<file path="src/rtl/aig_exhaustive_response_collector.sv">
`default_nettype none
// ============================================================================
// Module   : aig_exhaustive_response_collector
// Purpose  : Sweeps every N_IN-bit input vector into a small combinational
//            benchmark netlist and compacts the responses into a MISR
//            signature plus a per-output count of 1s. The results label the
//            benchmark circuit for the dataset host.
// Ports    : clk      - single clock, rising edge
//            rst      - synchronous, active-high reset
//            start_i  - one-cycle request to begin a sweep (IDLE only)
//            vec_o    - registered vector to the benchmark (x0 = bit 0)
//            resp_i   - benchmark outputs (f1 = bit 0)
//            busy_o   - high while a sweep is active
//            done_o   - one-cycle pulse when sig_o/ones_o are final
//            sig_o    - final MISR signature, held until the next sweep ends
//            ones_o   - per-output 1s count, field k = output k, N_IN+1 bits
// Revision : 1.0 - initial release
// ============================================================================
module aig_exhaustive_response_collector #(
    parameter int                 N_IN     = 7,
    parameter int                 N_OUT    = 4,
    parameter int                 SIG_W    = 16,
    parameter logic [SIG_W-1:0]   POLY     = 16'h1021,
    parameter logic [SIG_W-1:0]   SEED     = 16'hFFFF,
    parameter int                 RESP_LAT = 1
) (
    input  logic                        clk,
    input  logic                        rst,
    input  logic                        start_i,
    output logic [N_IN-1:0]             vec_o,
    input  logic [N_OUT-1:0]            resp_i,
    output logic                        busy_o,
    output logic                        done_o,
    output logic [SIG_W-1:0]            sig_o,
    output logic [N_OUT*(N_IN+1)-1:0]   ones_o
);

    localparam logic [1:0]      c_ST_IDLE  = 2'd0;
    localparam logic [1:0]      c_ST_RUN   = 2'd1;
    localparam logic [1:0]      c_ST_DRAIN = 2'd2;
    localparam logic [1:0]      c_ST_DONE  = 2'd3;

    localparam logic [N_IN-1:0] c_VEC_ONE  = {{(N_IN-1){1'b0}}, 1'b1};
    localparam logic [N_IN-1:0] c_VEC_LAST = {N_IN{1'b1}};
    localparam logic [N_IN:0]   c_CNT_ONE  = {{N_IN{1'b0}}, 1'b1};

    logic [1:0]                     r_state;
    logic [1:0]                     w_next_state;
    logic [N_IN-1:0]                r_vec;
    logic [RESP_LAT-1:0]            r_tag;
    logic [RESP_LAT-1:0]            w_tag_next;
    logic [RESP_LAT:0]              w_tag_ext;
    logic [SIG_W-1:0]               r_misr;
    logic [SIG_W-1:0]               w_misr_next;
    logic [SIG_W-1:0]               w_resp_ext;
    logic [N_OUT-1:0][N_IN:0]       r_cnt;
    logic [SIG_W-1:0]               r_sig;
    logic [N_OUT-1:0][N_IN:0]       r_ones;
    logic                           w_launch;
    logic                           w_sample;
    logic                           w_accept;

    // A new vector is placed on vec_o on the accepting start edge and on
    // every RUN edge; each such edge injects a valid tag into the pipe, and
    // the response is sampled when that tag reaches the last stage.
    assign w_accept = (r_state == c_ST_IDLE) && start_i;
    assign w_launch = w_accept || (r_state == c_ST_RUN);
    assign w_sample = r_tag[RESP_LAT-1];

    always_comb begin
        w_tag_ext  = {r_tag, w_launch};
        w_tag_next = w_tag_ext[RESP_LAT-1:0];
    end

    always_comb begin
        w_resp_ext              = '0;
        w_resp_ext[N_OUT-1:0]   = resp_i;
        w_misr_next = {r_misr[SIG_W-2:0], 1'b0}
                    ^ (r_misr[SIG_W-1] ? POLY : {SIG_W{1'b0}})
                    ^ w_resp_ext;
    end

    always_comb begin
        w_next_state = r_state;
        case (r_state)
            c_ST_IDLE: begin
                if (start_i) begin
                    w_next_state = c_ST_RUN;
                end
            end
            c_ST_RUN: begin
                // This edge drives the last vector onto vec_o.
                if (r_vec == (c_VEC_LAST - c_VEC_ONE)) begin
                    w_next_state = c_ST_DRAIN;
                end
            end
            c_ST_DRAIN: begin
                // Pipe empty means the last vector's response is in the MISR.
                if (r_tag == '0) begin
                    w_next_state = c_ST_DONE;
                end
            end
            default: begin
                w_next_state = c_ST_IDLE;
            end
        endcase
    end

    always_ff @(posedge clk) begin
        if (rst) begin
            r_state <= c_ST_IDLE;
            r_vec   <= '0;
            r_tag   <= '0;
            r_misr  <= '0;
            r_cnt   <= '0;
            r_sig   <= '0;
            r_ones  <= '0;
        end else begin
            r_state <= w_next_state;
            r_tag   <= w_tag_next;
            if (w_accept) begin
                r_vec  <= '0;
                r_misr <= SEED;
                r_cnt  <= '0;
            end else begin
                if (r_state == c_ST_RUN) begin
                    r_vec <= r_vec + c_VEC_ONE;
                end
                if (w_sample) begin
                    r_misr <= w_misr_next;
                    for (int k = 0; k < N_OUT; k++) begin
                        if (resp_i[k]) begin
                            r_cnt[k] <= r_cnt[k] + c_CNT_ONE;
                        end
                    end
                end
            end
            // Published results change only when the sweep completes.
            if ((r_state == c_ST_DRAIN) && (w_next_state == c_ST_DONE)) begin
                r_sig  <= r_misr;
                r_ones <= r_cnt;
            end
        end
    end

    assign vec_o  = r_vec;
    assign busy_o = (r_state != c_ST_IDLE);
    assign done_o = (r_state == c_ST_DONE);
    assign sig_o  = r_sig;
    assign ones_o = r_ones;

endmodule
`default_nettype wire
</file>
<file path="config.mk">
export PLATFORM = sky130hd
export DESIGN_NAME = aig_exhaustive_response_collector
export DESIGN_NICKNAME = d
export VERILOG_FILES = /design/src/rtl/aig_exhaustive_response_collector.sv
export SDC_FILE = /design/constraint.sdc
export NUM_CORES = 1
export LEC_CHECK = 0
export ABC_AREA = 1
export CAP_MARGIN = 20
export CORE_ASPECT_RATIO = 2
export CORE_MARGIN = 4
export CORE_UTILIZATION = 55
export DETAILED_ROUTE_END_ITERATION = 10
export GPL_TIMING_DRIVEN = 1
export PLACE_DENSITY = 0.84
export SYNTH_ARGS = -nofsm -noshare
export SYNTH_HDL_FRONTEND = slang
export SYNTH_SLANG_ARGS = --single-unit
</file>
<file path="constraint.sdc">
create_clock -name clk -period 2.2 [get_ports clk]
set_input_delay 0.44 -clock clk [delete_from_list [all_inputs] [get_ports clk]]
set_output_delay 0.44 -clock clk [all_outputs]
set_load 0.03 [all_outputs]
</file>
Word level (Yosys, flattened, before mapping)
Index checks and enable logic that the tools add are counted.
{"block": "op_classes", "n_lt_le_gt_ge": 0, "bitwise": 2, "shifts": 0, "n_mul": 0, "div_mod_pow": 0, "add_sub_neg": 5, "n_mux": 7, "eq_ne": 5, "reduce_logical": 11}
{"operator": "$add A8 B1 Y8 const B", "n": 4}
{"operator": "$mux W16", "n": 2}
{"operator": "$xor A16 B13 Y16", "n": 1}
{"operator": "$xor A16 B4 Y16", "n": 1}
{"operator": "$mux W13", "n": 1}
{"operator": "$reduce_and A2 Y1", "n": 4}
{"operator": "$add A7 B1 Y7 const B", "n": 1}
{"operator": "$eq A7 B7 Y1 const B", "n": 1}
{"operator": "$eq A2 B2 Y1 const B", "n": 3}
{"operator": "$mux W2", "n": 3}
{"operator": "$pmux W2 S3", "n": 1}
{"operator": "$reduce_bool A2 Y1", "n": 2}
{"operator": "$eq A2 B1 Y1 const B", "n": 1}
{"operator": "$logic_and A1 B1 Y1", "n": 2}
{"operator": "$logic_not A2 Y1", "n": 1}
{"operator": "$reduce_or A2 Y1", "n": 1}
{"operator": "$logic_or A1 B1 Y1", "n": 1}
{"block": "word_totals", "ramBits": 0, "output_inout_bits": 57, "in_bits": 7, "latchBits": 0, "mem_bits_ro": 0, "n_memories": 0, "regBits": 106}

Logic depth before layout (Yosys ltp)
{"block": "depth", "ltp_word": 5, "depth_mapped": 9, "ltp_nobuf": 8}

Worst setup path before layout
OpenSTA, ideal clock, no wires.
{"block": "synth_path", "path_type": "reg2reg", "start": "register r_vec[1], in the netlist vec_o[1]", "end": "register r_vec[4], in the netlist vec_o[4]", "t_arrival_ns": 1.153, "synth_period_minus_slack_ns": 1.267, "n_path_buf": 0, "path_slack_ns": 0.933, "stages_incl_launch_ff": 7, "setup_time_ns": 0.113, "path_cell_list": "dfxtp_1 > ha_1 > nand2_1 > nor3_1 > nand2_1 > nand2_1 > nor2_1"}
{"block": "synth_via", "elab_chain_len": 1}
{"element": "start, declared", "line": "49", "source": "logic [N_IN-1:0] r_vec;"}
{"element": "start signal, assigned", "line": "127", "source": "r_vec <= r_vec + c_VEC_ONE;"}
{"element": "$add A7 B1 Y7", "line": "127"}
No other way between the ends.
A chain may end at the register's enable or synchronous reset.

Worst setup path in the final report
{"block": "layout_path", "start": "register r_state[1]", "end": "output port busy_o"}
{"block": "layout_via", "elab_chain_len": 1}
{"element": "start, declared", "line": "47", "source": "logic [1:0] r_state;"}
{"element": "start signal, assigned", "line": "111", "source": "r_state <= c_ST_IDLE;"}
{"element": "start signal, assigned", "line": "119", "source": "r_state <= w_next_state;"}
{"element": "$reduce_bool A2 Y1", "line": "147", "source": "assign busy_o = (r_state != c_ST_IDLE);"}
{"element": "end, declared", "line": "32", "source": "output logic busy_o,"}
No other way between the ends.

==> metrics <==
status=completed; FF-to-FF Start=r_tag$_SDFF_PP0_; Max-Slew Margin vs Limit=a little over two thirds; Total Routing Usage GR=20.4%; commonest non-fill, non-tap cells in the layout=a21oi_1, nand2_1, dfxtp_1, inv_1, clkdlybuf4s50_1; GR Overflow Total=0; DRT Pass-1 Iters=4; Post-Syn Nets=around 600; CTS tree=yes; Slew @ Worst Pin=0.455 ns; Yosys reg bits=between 100 and 150; hold-critical path depth=2; routability cong.=0.873; Worst setup EP type=primary output; Synth-to-Final Area Change=20.5%; Hold Path End=sig_o[10]$_SDFFE_PP0P_; via count=3793; initial antenna violation count=0; CTS-repair resized insts=0; H-Tree Depth=3; dpl hpwl=6620 um; P_leak=~2 nW; Root Driver=clkbuf_16; nets@finish=651; worst skew pair latency=about 0.34 ns; largest fanout on the critical path=6; WL final=9190 um; Setup TNS=0 ns; Worst path max stage delay=0.68 ns; die footprint=9710 sq um; slowest stage cell, crit path=clkdlybuf4s50_1; yosys warns=0; fmax=0.479 GHz; detailed-route DRC error count=0; hold bufs inserted after CTS=0; Starting Density=56.2%; clk sinks=106; setup bufs post-CTS=0; IO buf count=63; final slew viol count=0; layout cells sized above 1=approximately 7.3%; Hold/Removal Path Class=reg -> reg; vias per cell=5.14; placed insts=between 700 and 800; final number of setup-violating endpoints=0; final hold viol count=0; number of diodes=0; Post-Synthesis Cells=584; kind of critical path=reg -> out; IO Pins=64; clock skew=between 0.006 and 0.007 ns; Pwr per Cell Area=840 nW/um^2; Hold Crit Start=sig_o[10]$_SDFFE_PP0P_; Clk pin slew, worst setup/hold paths=0.06 ns; WP data arrival=1.65 ns; Peak supply drop=0.000511 V; CP top delay family=buffers and inverters; CP Cell Sequence=inv_2 > nand2_1 > clkdlybuf4s50_1; commonest non-fill, non-tap cell in the layout=a21oi_1; clock buffer depth=2; number of distinct library cells after synthesis=28; unrepaired setup endpoints after global routing=false; Die W=71.7 um; antenna viol nets, final=0; WL/cell=12.5 um; Hold WS=~0.44 ns; Max-Cap Viols=0; Mean Syn Cell Area=7.64 sq um; FF-to-FF End=ones_o[2]$_SDFFE_PP0P_; min Tclk post-route=roughly 2.1 ns; CP Launch Type=register; row count=46; vias in the first global route=3681; Buf+Inv Stages, Crit Path=2; Reg2Reg Depth=5; Die H=135 um; FILL cells=659; Core Area=7940 sq um; Seq/Total Area, Yosys=about 48%; CP required=around 1.8 ns; CTS buffer count=9; First DRT Iteration DRCs=330; R2R setup slack=~0.62 ns; post-synthesis cell area=4460 sq um; fin crit share=94.9%; first-pass GRT wire length=roughly 16000 um; fin cells=738; largest net degree at the start of global routing=54
## through the flow
stage | power (W) | area, sq um | utilization, % | setup slack [ns]
4_1_cts | 0.00456 | 5380 | 67.8 | 0.0918
3_3_place_gp | 0.00307 | 5110 | 64.3 | 0.356
2_1_floorplan | 0.00281 | 4460 | - | 0.933
5_1_grt | 0.00473 | 5380 | 67.8 | 0.0299
3_5_place_dp | 0.00310 | 5110 | 64.3 | 0.284
6_report | 0.00452 | 5380 | 67.8 | 0.113
## cell usage after synthesis, drive strengths merged
cell    number  area, sq um
nand3       22          130
xnor2        1         8.76
clkinv       3         15.0
clkbuf      10         37.5
nand2      113          452
inv         91          342
nand3b       3         22.5
buf         18          141
nor2        19         78.8
a21oi      110          551
nor3        12         98.9
xor2         7         61.3
dfxtp      106         2120
or2          4         25.0
a31oi        1         6.26
nand4        6         37.5
o21ai       52          260
ha           6         75.1
## routing by layer
metal / vias up / track usage [%] / part of all wire, %
li1: 1971 / - / -
met1: 1726 / 22.0 / 39
met2: 78 / 37.2 / 55
met3: 18 / 4.16 / 4.2
met4: 0 / 9.00 / 2.2
met5: - / 0 / 0
## worst min-delay path, stage by stage (launching register included)
cell and delay [ns]:
dfxtp_1 0.31, inv_1 0.04, a21oi_1 0.05
## registers in the layout, indices dropped and copies added (netlist names)
register and flops:
ones_o 32, r_cnt 32, r_misr 16, r_state 2, r_tag 1, sig_o 16
vec_o 7
## worst max-delay path by stage
stage          slack, ns                   from  cells past startpoint                      to
5_1_grt             0.03  r_state[1]$_SDFF_PP0_                      3                  busy_o
4_1_cts             0.09  r_state[1]$_SDFF_PP0_                      3                  busy_o
2_1_floorplan       0.93  vec_o[1]$_SDFFE_PP0P_                      6   vec_o[4]$_SDFFE_PP0P_
6_report            0.11  r_state[1]$_SDFF_PP0_                      3                  busy_o
3_5_place_dp        0.28              resp_i[3]                      9  r_cnt[30]$_SDFFE_PP0P_
3_3_place_gp        0.36              resp_i[3]                      8  r_cnt[30]$_SDFFE_PP0P_
## power breakdown
group | total (W) | leakage (nW) | switching (W) | internal [W]
Combinational | 0.000867 | 1.04 | 0.000538 | 0.000329
Clock | 0.00147 | 0.132 | 0.000647 | 0.000821
Sequential | 0.00219 | 0.863 | 0.000112 | 0.00207
## cell families after synthesis
family / count (synthesis) / synth area share [%]
buffers and inverters: 122 / 12.0
adder cells (fa/ha/maj): 6 / 1.68
flip-flops: 106 / 47.5
XOR/XNOR: 8 / 1.57
AO/OA/AOI/OAI: 163 / 18.3
AND/OR/NAND/NOR: 179 / 18.9
## layout make-up
cell class,count,area [sq um],area share (%)
Tap cell,96,120,2.23
Multi-Input combinational cell,356,1810,33.6
Timing Repair Buffer,71,703,13.1
Clock inverter,2,12.5,0.233
Sequential cell,106,2120,39.4
Inverter,94,357,6.63
Clock buffer,13,260,4.84
No activity file was read; power rests on OpenSTA's default activity.
